### src/rtl/mips_mem_pkg.sv
// Shared types and constants for the data-memory port arbiter.
package mips_mem_pkg;

    localparam int MEM_DATA_W       = 16;
    localparam int MEM_ADDR_W       = 16;
    localparam int MEM_ARB_MAX_WAIT = 4;

    typedef enum logic [1:0] {
        OWN_NONE = 2'd0,
        OWN_PIPE = 2'd1,
        OWN_DMA  = 2'd2
    } owner_t;

endpackage

### src/rtl/mem_arb_starve_ctr.sv
// Saturating DMA starvation counter; hit flags that DMA has lost MAX_WAIT
// consecutive cycles and must be forced through.
module mem_arb_starve_ctr
    import mips_mem_pkg::*;
#(
    parameter int MAX_WAIT = MEM_ARB_MAX_WAIT
) (
    input  logic clk,
    input  logic rst,
    input  logic inc,
    input  logic clr,
    output logic hit
);

    localparam logic [3:0] MAX_WAIT_C = 4'(MAX_WAIT);

    logic [3:0] count_r;

    // Count losing cycles, clear on grant or withdrawn request, saturate at the limit.
    always_ff @(posedge clk or posedge rst) begin
        if (rst) begin
            count_r <= 4'd0;
        end else if (clr) begin
            count_r <= 4'd0;
        end else if (inc && (count_r != MAX_WAIT_C)) begin
            count_r <= count_r + 4'd1;
        end
    end

    assign hit = (count_r == MAX_WAIT_C);

endmodule

### src/rtl/mem_port_arbiter.sv
// Pipe/DMA arbiter for the single-ported data memory.
// Define MEM_ARB_STARVE_EN to compile in the forced-DMA anti-starvation path.
module mem_port_arbiter
    import mips_mem_pkg::*;
#(
    parameter int DATA_W   = MEM_DATA_W,
    parameter int ADDR_W   = MEM_ADDR_W,
    parameter int MAX_WAIT = MEM_ARB_MAX_WAIT
) (
    input  logic              clk,
    input  logic              rst,
    input  logic              pipe_req,
    input  logic              pipe_we,
    input  logic [ADDR_W-1:0] pipe_addr,
    input  logic [DATA_W-1:0] pipe_wdata,
    output logic              pipe_gnt,
    output logic              pipe_stall,
    output logic              pipe_rvalid,
    output logic [DATA_W-1:0] pipe_rdata,
    input  logic              dma_req,
    input  logic              dma_we,
    input  logic [ADDR_W-1:0] dma_addr,
    input  logic [DATA_W-1:0] dma_wdata,
    output logic              dma_gnt,
    output logic              dma_rvalid,
    output logic [DATA_W-1:0] dma_rdata,
    output logic [ADDR_W-1:0] mem_addr,
    output logic [DATA_W-1:0] mem_wdata,
    output logic              mem_we,
    input  logic [DATA_W-1:0] mem_rdata,
    output owner_t            arb_owner
);

    if ((MAX_WAIT < 1) || (MAX_WAIT > 15)) begin : g_bad_max_wait
        $error("mem_port_arbiter: MAX_WAIT must be in 1..15");
    end

    logic              starve_hit_s;
    logic              pipe_win_s;
    logic              dma_win_s;
    owner_t            owner_s;
    logic [ADDR_W-1:0] mem_addr_s;
    logic [DATA_W-1:0] mem_wdata_s;
    logic              mem_we_s;
    logic [ADDR_W-1:0] hold_addr_r;
    logic [DATA_W-1:0] hold_wdata_r;
    logic              pipe_rvalid_r;
    logic [DATA_W-1:0] pipe_rdata_r;
    logic              dma_rvalid_r;
    logic [DATA_W-1:0] dma_rdata_r;

`ifdef MEM_ARB_STARVE_EN
    mem_arb_starve_ctr #(
        .MAX_WAIT (MAX_WAIT)
    ) u_starve_ctr (
        .clk (clk),
        .rst (rst),
        .inc (dma_req & ~dma_win_s),
        .clr (dma_win_s | ~dma_req),
        .hit (starve_hit_s)
    );
`else
    assign starve_hit_s = 1'b0;
`endif

    // Grant selection: pipe first unless DMA has hit its wait limit; nothing while in reset.
    always_comb begin
        pipe_win_s = 1'b0;
        dma_win_s  = 1'b0;
        owner_s    = OWN_NONE;
        if (rst) begin
            owner_s = OWN_NONE;
        end else if (pipe_req && !(dma_req && starve_hit_s)) begin
            pipe_win_s = 1'b1;
            owner_s    = OWN_PIPE;
        end else if (dma_req) begin
            dma_win_s = 1'b1;
            owner_s   = OWN_DMA;
        end else begin
            owner_s = OWN_NONE;
        end
    end

    // Memory drive from the winner; address/data park on their last values when idle.
    always_comb begin
        mem_addr_s  = hold_addr_r;
        mem_wdata_s = hold_wdata_r;
        mem_we_s    = 1'b0;
        if (pipe_win_s) begin
            mem_addr_s  = pipe_addr;
            mem_wdata_s = pipe_wdata;
            mem_we_s    = pipe_we;
        end else if (dma_win_s) begin
            mem_addr_s  = dma_addr;
            mem_wdata_s = dma_wdata;
            mem_we_s    = dma_we;
        end else begin
            mem_we_s = 1'b0;
        end
    end

    // Park registers for the idle memory bus.
    always_ff @(posedge clk or posedge rst) begin
        if (rst) begin
            hold_addr_r  <= '0;
            hold_wdata_r <= '0;
        end else begin
            hold_addr_r  <= mem_addr_s;
            hold_wdata_r <= mem_wdata_s;
        end
    end

    // Read responses: capture memory data for the granted reader and pulse its valid.
    always_ff @(posedge clk or posedge rst) begin
        if (rst) begin
            pipe_rvalid_r <= 1'b0;
            pipe_rdata_r  <= '0;
            dma_rvalid_r  <= 1'b0;
            dma_rdata_r   <= '0;
        end else begin
            pipe_rvalid_r <= pipe_win_s & ~pipe_we;
            dma_rvalid_r  <= dma_win_s & ~dma_we;
            if (pipe_win_s && !pipe_we) begin
                pipe_rdata_r <= mem_rdata;
            end
            if (dma_win_s && !dma_we) begin
                dma_rdata_r <= mem_rdata;
            end
        end
    end

    assign pipe_gnt    = pipe_win_s;
    assign dma_gnt     = dma_win_s;
    assign pipe_stall  = pipe_req & ~pipe_win_s;
    assign mem_addr    = mem_addr_s;
    assign mem_wdata   = mem_wdata_s;
    assign mem_we      = mem_we_s;
    assign arb_owner   = owner_s;
    assign pipe_rvalid = pipe_rvalid_r;
    assign pipe_rdata  = pipe_rdata_r;
    assign dma_rvalid  = dma_rvalid_r;
    assign dma_rdata   = dma_rdata_r;

endmodule

### config.mk
export PLATFORM = sky130hd
export DESIGN_NAME = mem_port_arbiter
export DESIGN_NICKNAME = d
export VERILOG_FILES = /design/src/rtl/mips_mem_pkg.sv /design/src/rtl/mem_arb_starve_ctr.sv /design/src/rtl/mem_port_arbiter.sv
export SDC_FILE = /design/constraint.sdc
export NUM_CORES = 1
export LEC_CHECK = 0
export ABC_AREA = 1
export CAP_MARGIN = 20
export CORE_MARGIN = 1
export CORE_UTILIZATION = 39
export DETAILED_ROUTE_END_ITERATION = 8
export PLACE_DENSITY = 0.81
export SYNTH_ARGS = -nofsm -noshare
export SYNTH_HDL_FRONTEND = slang
export SYNTH_SLANG_ARGS = --single-unit
### constraint.sdc
create_clock -name clk -period 2.9 [get_ports clk]
set_clock_uncertainty 0.2 [all_clocks]
set_input_delay 0.58 -clock clk [delete_from_list [all_inputs] [get_ports clk]]
set_output_delay 0.58 -clock clk [all_outputs]
set_load 0.02 [all_outputs]
==> results by group <==
Run status
  – Outcome: complete, no violations

Clock tree
  – Clock Tree Root: clkbuf_8
  – Clock buffer depth: 2
  – CTS Sinks: between 60 and 70
  – CTS Buf Count: 9
  – Post-CTS Repair Setup Buffers: 0
  – CTS tree: yes
  – Max H-tree Level: 3
  – Clock-pin slew on the worst setup and hold paths: roughly 0.07 ns
  – Clk_lat worst skew: between 0.3 and 0.4 ns

Pwr
  – Leakage power: between 2 and 2.5 nW
  – Combinational share of power: a little under a third
  – Sw Share: between 20 and 30%
  – Internal Power: just under 0.002 W
  – Clock share of power: between 20 and 30%
  – Max VDD drop: around 0.00031 V
  – Pwr/cell area: between 500 and 600 nW/um^2
  – Psw: roughly 0.00084 W
  – Flop pwr share: between 30% and 40%

Synthesis
  – Syn avg cell area: 8.79 sq um
  – Most area-consuming cells after synthesis: dfrtp_1 (57%), nand2_1 (19%), nand3_1 (11%), nand4_1 (3.5%), buf_4 (2.1%)
  – Share of the yosys chip area belonging to registers: 57.3%
  – Syn Inst Count: 328
  – Yosys reg bits: between 60 and 70
  – Synth warn: 0
  – Mapped cell area: roughly 2900 sq um
  – Post-Syn Nets: between 400 and 500
  – Post-synth top area share: around 57%
  – Synth cell types: 18
  – Cell taking the most area after synthesis: dfrtp_1

Setup path
  – CP delay by family, top: buffers and inverters
  – FF-to-FF Start: hold_addr_r[3]
  – Worst Path Max Fanout: 35
  – Critical path, cell by cell: clkdlybuf4s50_1 > inv_4 > nand2_4 > nor2_4 > buf_12 > nand2_1 > nand3_1 > dlygate4sd2_1
  – Critical-path top delay cell: clkdlybuf4s50_1
  – Startpoint types: input port
  – Worst EP arrival: about 2.1 ns
  – Worst setup EP type: output port
  – Crit Path Class: in -> out
  – Critical Path RT: around 2.1 ns
  – Max incr delay on CP: 0.47 ns
  – Critical path buffers and inverters: 4
  – CP Launch Point: rst

Die
  – Starting Density: 41.3%
  – Core area: approximately 7000 sq um
  – Horiz. Die Dim: between 80 and 90 um
  – Die area: approximately 7700 sq um
  – Number of I/O pins: about 160
  – Die H: 88.0 um
  – Row count: 30

Timing
  – Pins over their slew limit: 0
  – Relative slew margins: a little under three quarters
  – Tightest Pin Transition: 0.420 ns
  – FMAX: between 0.3 and 0.4 GHz
  – Clock period minus worst slack: between 2 and 3 ns
  – RSZ-0062 raised after global routing: false
  – Final setup violation count: 0
  – Post-route clock period utilization: roughly 98%
  – Final hold violation count: 0

Cells and area
  – Layout area overhead: 70.5%
  – Layout Nets: approximately 600
  – Share of cells above drive strength 1: approximately 14%
  – Final cell area excluding filler cells: between 4000 and 5000 sq um
  – Final core utilization: roughly 70%

Detailed routing
  – DR DRC count: 0
  – Routed Wire Length: around 9100 um
  – Detailed router's first-iteration violation count: between 100 and 150
  – Routed len/inst: about 15 um
  – Drt via density: 4.94
  – Via count: just over 3000
  – Drt pass-1 iters: 6
  – Antenna-violating nets left: 0

Hold path
  – Worst min-delay path class: reg -> reg
  – Hold_sp: dma_rdata[10]

Global route
  – Total gr overflow: 0
  – First-pass GRT wire length: approximately 14000 um
  – GR Util met3: under 10%
  – GR Util All Layers: a little under a quarter
  – Most used routing layer: met2
  – Vias in the first global route: approximately 3000
  – Initial antenna violation count: 0
  – Largest net degree at the start of global routing: 36
  – Met1 Track Usage GR: between 20% and 30%
  – Met2 usage: between 40% and 50%

Job
  – Max-Cap Viols: 0

Placement
  – DP Area: 4770 sq um
  – Post-DP HPWL: between 6000 and 7000 um
  – Gpl congestion: 0.768
  – I/O Buffers: 157
layout make-up:
class / instances / area, sq um
Clock buffer: 10 / 128
Antenna cell: 1 / 2.50
Timing Repair Buffer: 192 / 1840
Multi-Input combinational cell: 234 / 1050
Sequential cell: 66 / 1650
Inverter: 8 / 37.5
Clock inverter: 5 / 80.1
Fill cell: 548 / 2060
Tap cell: 96 / 120
repair_timing:
action	4_1_cts	5_1_grt
gates resized for setup	40	38
endpoints found under the setup margin	37	26
hold buffers	0	0
state kept, by name, summed over array words and instances, names as in the netlist:
| name | flops |
|---|---|
| hold_addr_r | 16 |
| dma_rvalid | 1 |
| hold_wdata_r | 16 |
| pipe_rdata | 16 |
| dma_rdata | 16 |
| pipe_rvalid | 1 |
metrics by stage:
| step | hold slack, ns | TNS, ns | total power [W] | setup WS, ns | std cells |
|---|---|---|---|---|---|
| 5_1_grt | 0.286 | 0 | 0.00292 | 0.000783 | 611 |
| 6_report | 0.275 | 0 | 0.00279 | 0.0525 | 612 |
| 4_1_cts | 0.277 | 0 | 0.00281 | 0.000785 | 611 |
| 2_1_floorplan | 0.379 | 0 | 0.00150 | 0.194 | 328 |
| 3_3_place_gp | 0.253 | -7.30 | 0.00201 | -0.235 | 596 |
| 3_5_place_dp | 0.259 | -8.75 | 0.00203 | -0.301 | 596 |
cells by family (layout without fill, tap and decap cells):
family / Yosys count / count (layout) / share of synthesized area (%)
flops: 66 / 66 / 57.3
compound gates: 1 / 1 / 0.173
other cells: 0 / 1 / 0
simple gates: 233 / 233 / 36.4
buf+inv: 28 / 215 / 6.16
power groups by stage:
stage / combinational (W) / clock [W] / sequential, W
after detailed placement: 0.000902 / 0 / 0.00113
after CTS: 0.000863 / 0.000835 / 0.00111
final: 0.000857 / 0.000818 / 0.00111
after global placement: 0.000887 / 0 / 0.00112
after global routing: 0.000919 / 0.000876 / 0.00113
after floorplan: 0.000282 / 0 / 0.00122
cells in the final DEF (no fill, tap or decap), types with 6 or more instances in the layout:
master           synthesis  routed
nand2_1                146     146
clkdlybuf4s50_1          0     118
dfrtp_1                 66      66
nand3_1                 64      64
buf_4                    8      29
nand4_1                 16      16
clkdlybuf4s15_1          0      14
dlygate4sd2_1            0      12
clkbuf_2                 0      11
clkbuf_8                 0       9
buf_12                   0       6
worst paths after layout:
path / depth (start not counted) / slack, ns / to
worst max-delay path: 8 / 0.05 / mem_addr[10]
worst min-delay path: 2 / 0.28 / dma_rdata[10]
worst max register to register: 3 / 1.87 / hold_addr_r[3]
worst min register to register: 2 / 0.28 / dma_rdata[10]
max in group asynchronous: 3 / 1.61 / pipe_rdata[6]
min in group asynchronous: 3 / 0.58 / dma_rdata[13]
routing by layer:
| layer | up-vias | wire (um) | share of wire [%] |
|---|---|---|---|
| met3 | 13 | 951 | 10 |
| li1 | 1438 | - | - |
| met4 | 0 | 183 | 2.0 |
| met1 | 1434 | 3560 | 39 |
| met5 | - | 0 | 0 |
| met2 | 139 | 4410 | 48 |
worst register-to-register path: cells and delay by family, from the launching register on:
kind | cells | cell delay (ns)
flip-flops | 1 | 0.36
buffers and inverters | 1 | 0.16
AND/OR/NAND/NOR | 2 | 0.21
synthesized netlist by cell type:
cell type  instances
dfrtp_1           66
buf_4              8
inv_2              2
nor2_8             1
buf_6              4
nand3_1           64
clkinv_1           1
nand4_1           16
nand2_4            2
clkbuf_1           2
o21ai_0            1
clkinv_4           1
nand3_2            1
nand2_2            1
buf_2              6
nand2_1          146
inv_1              4
nor2_4             2
Note: power is estimated with default switching activity, not from simulation.
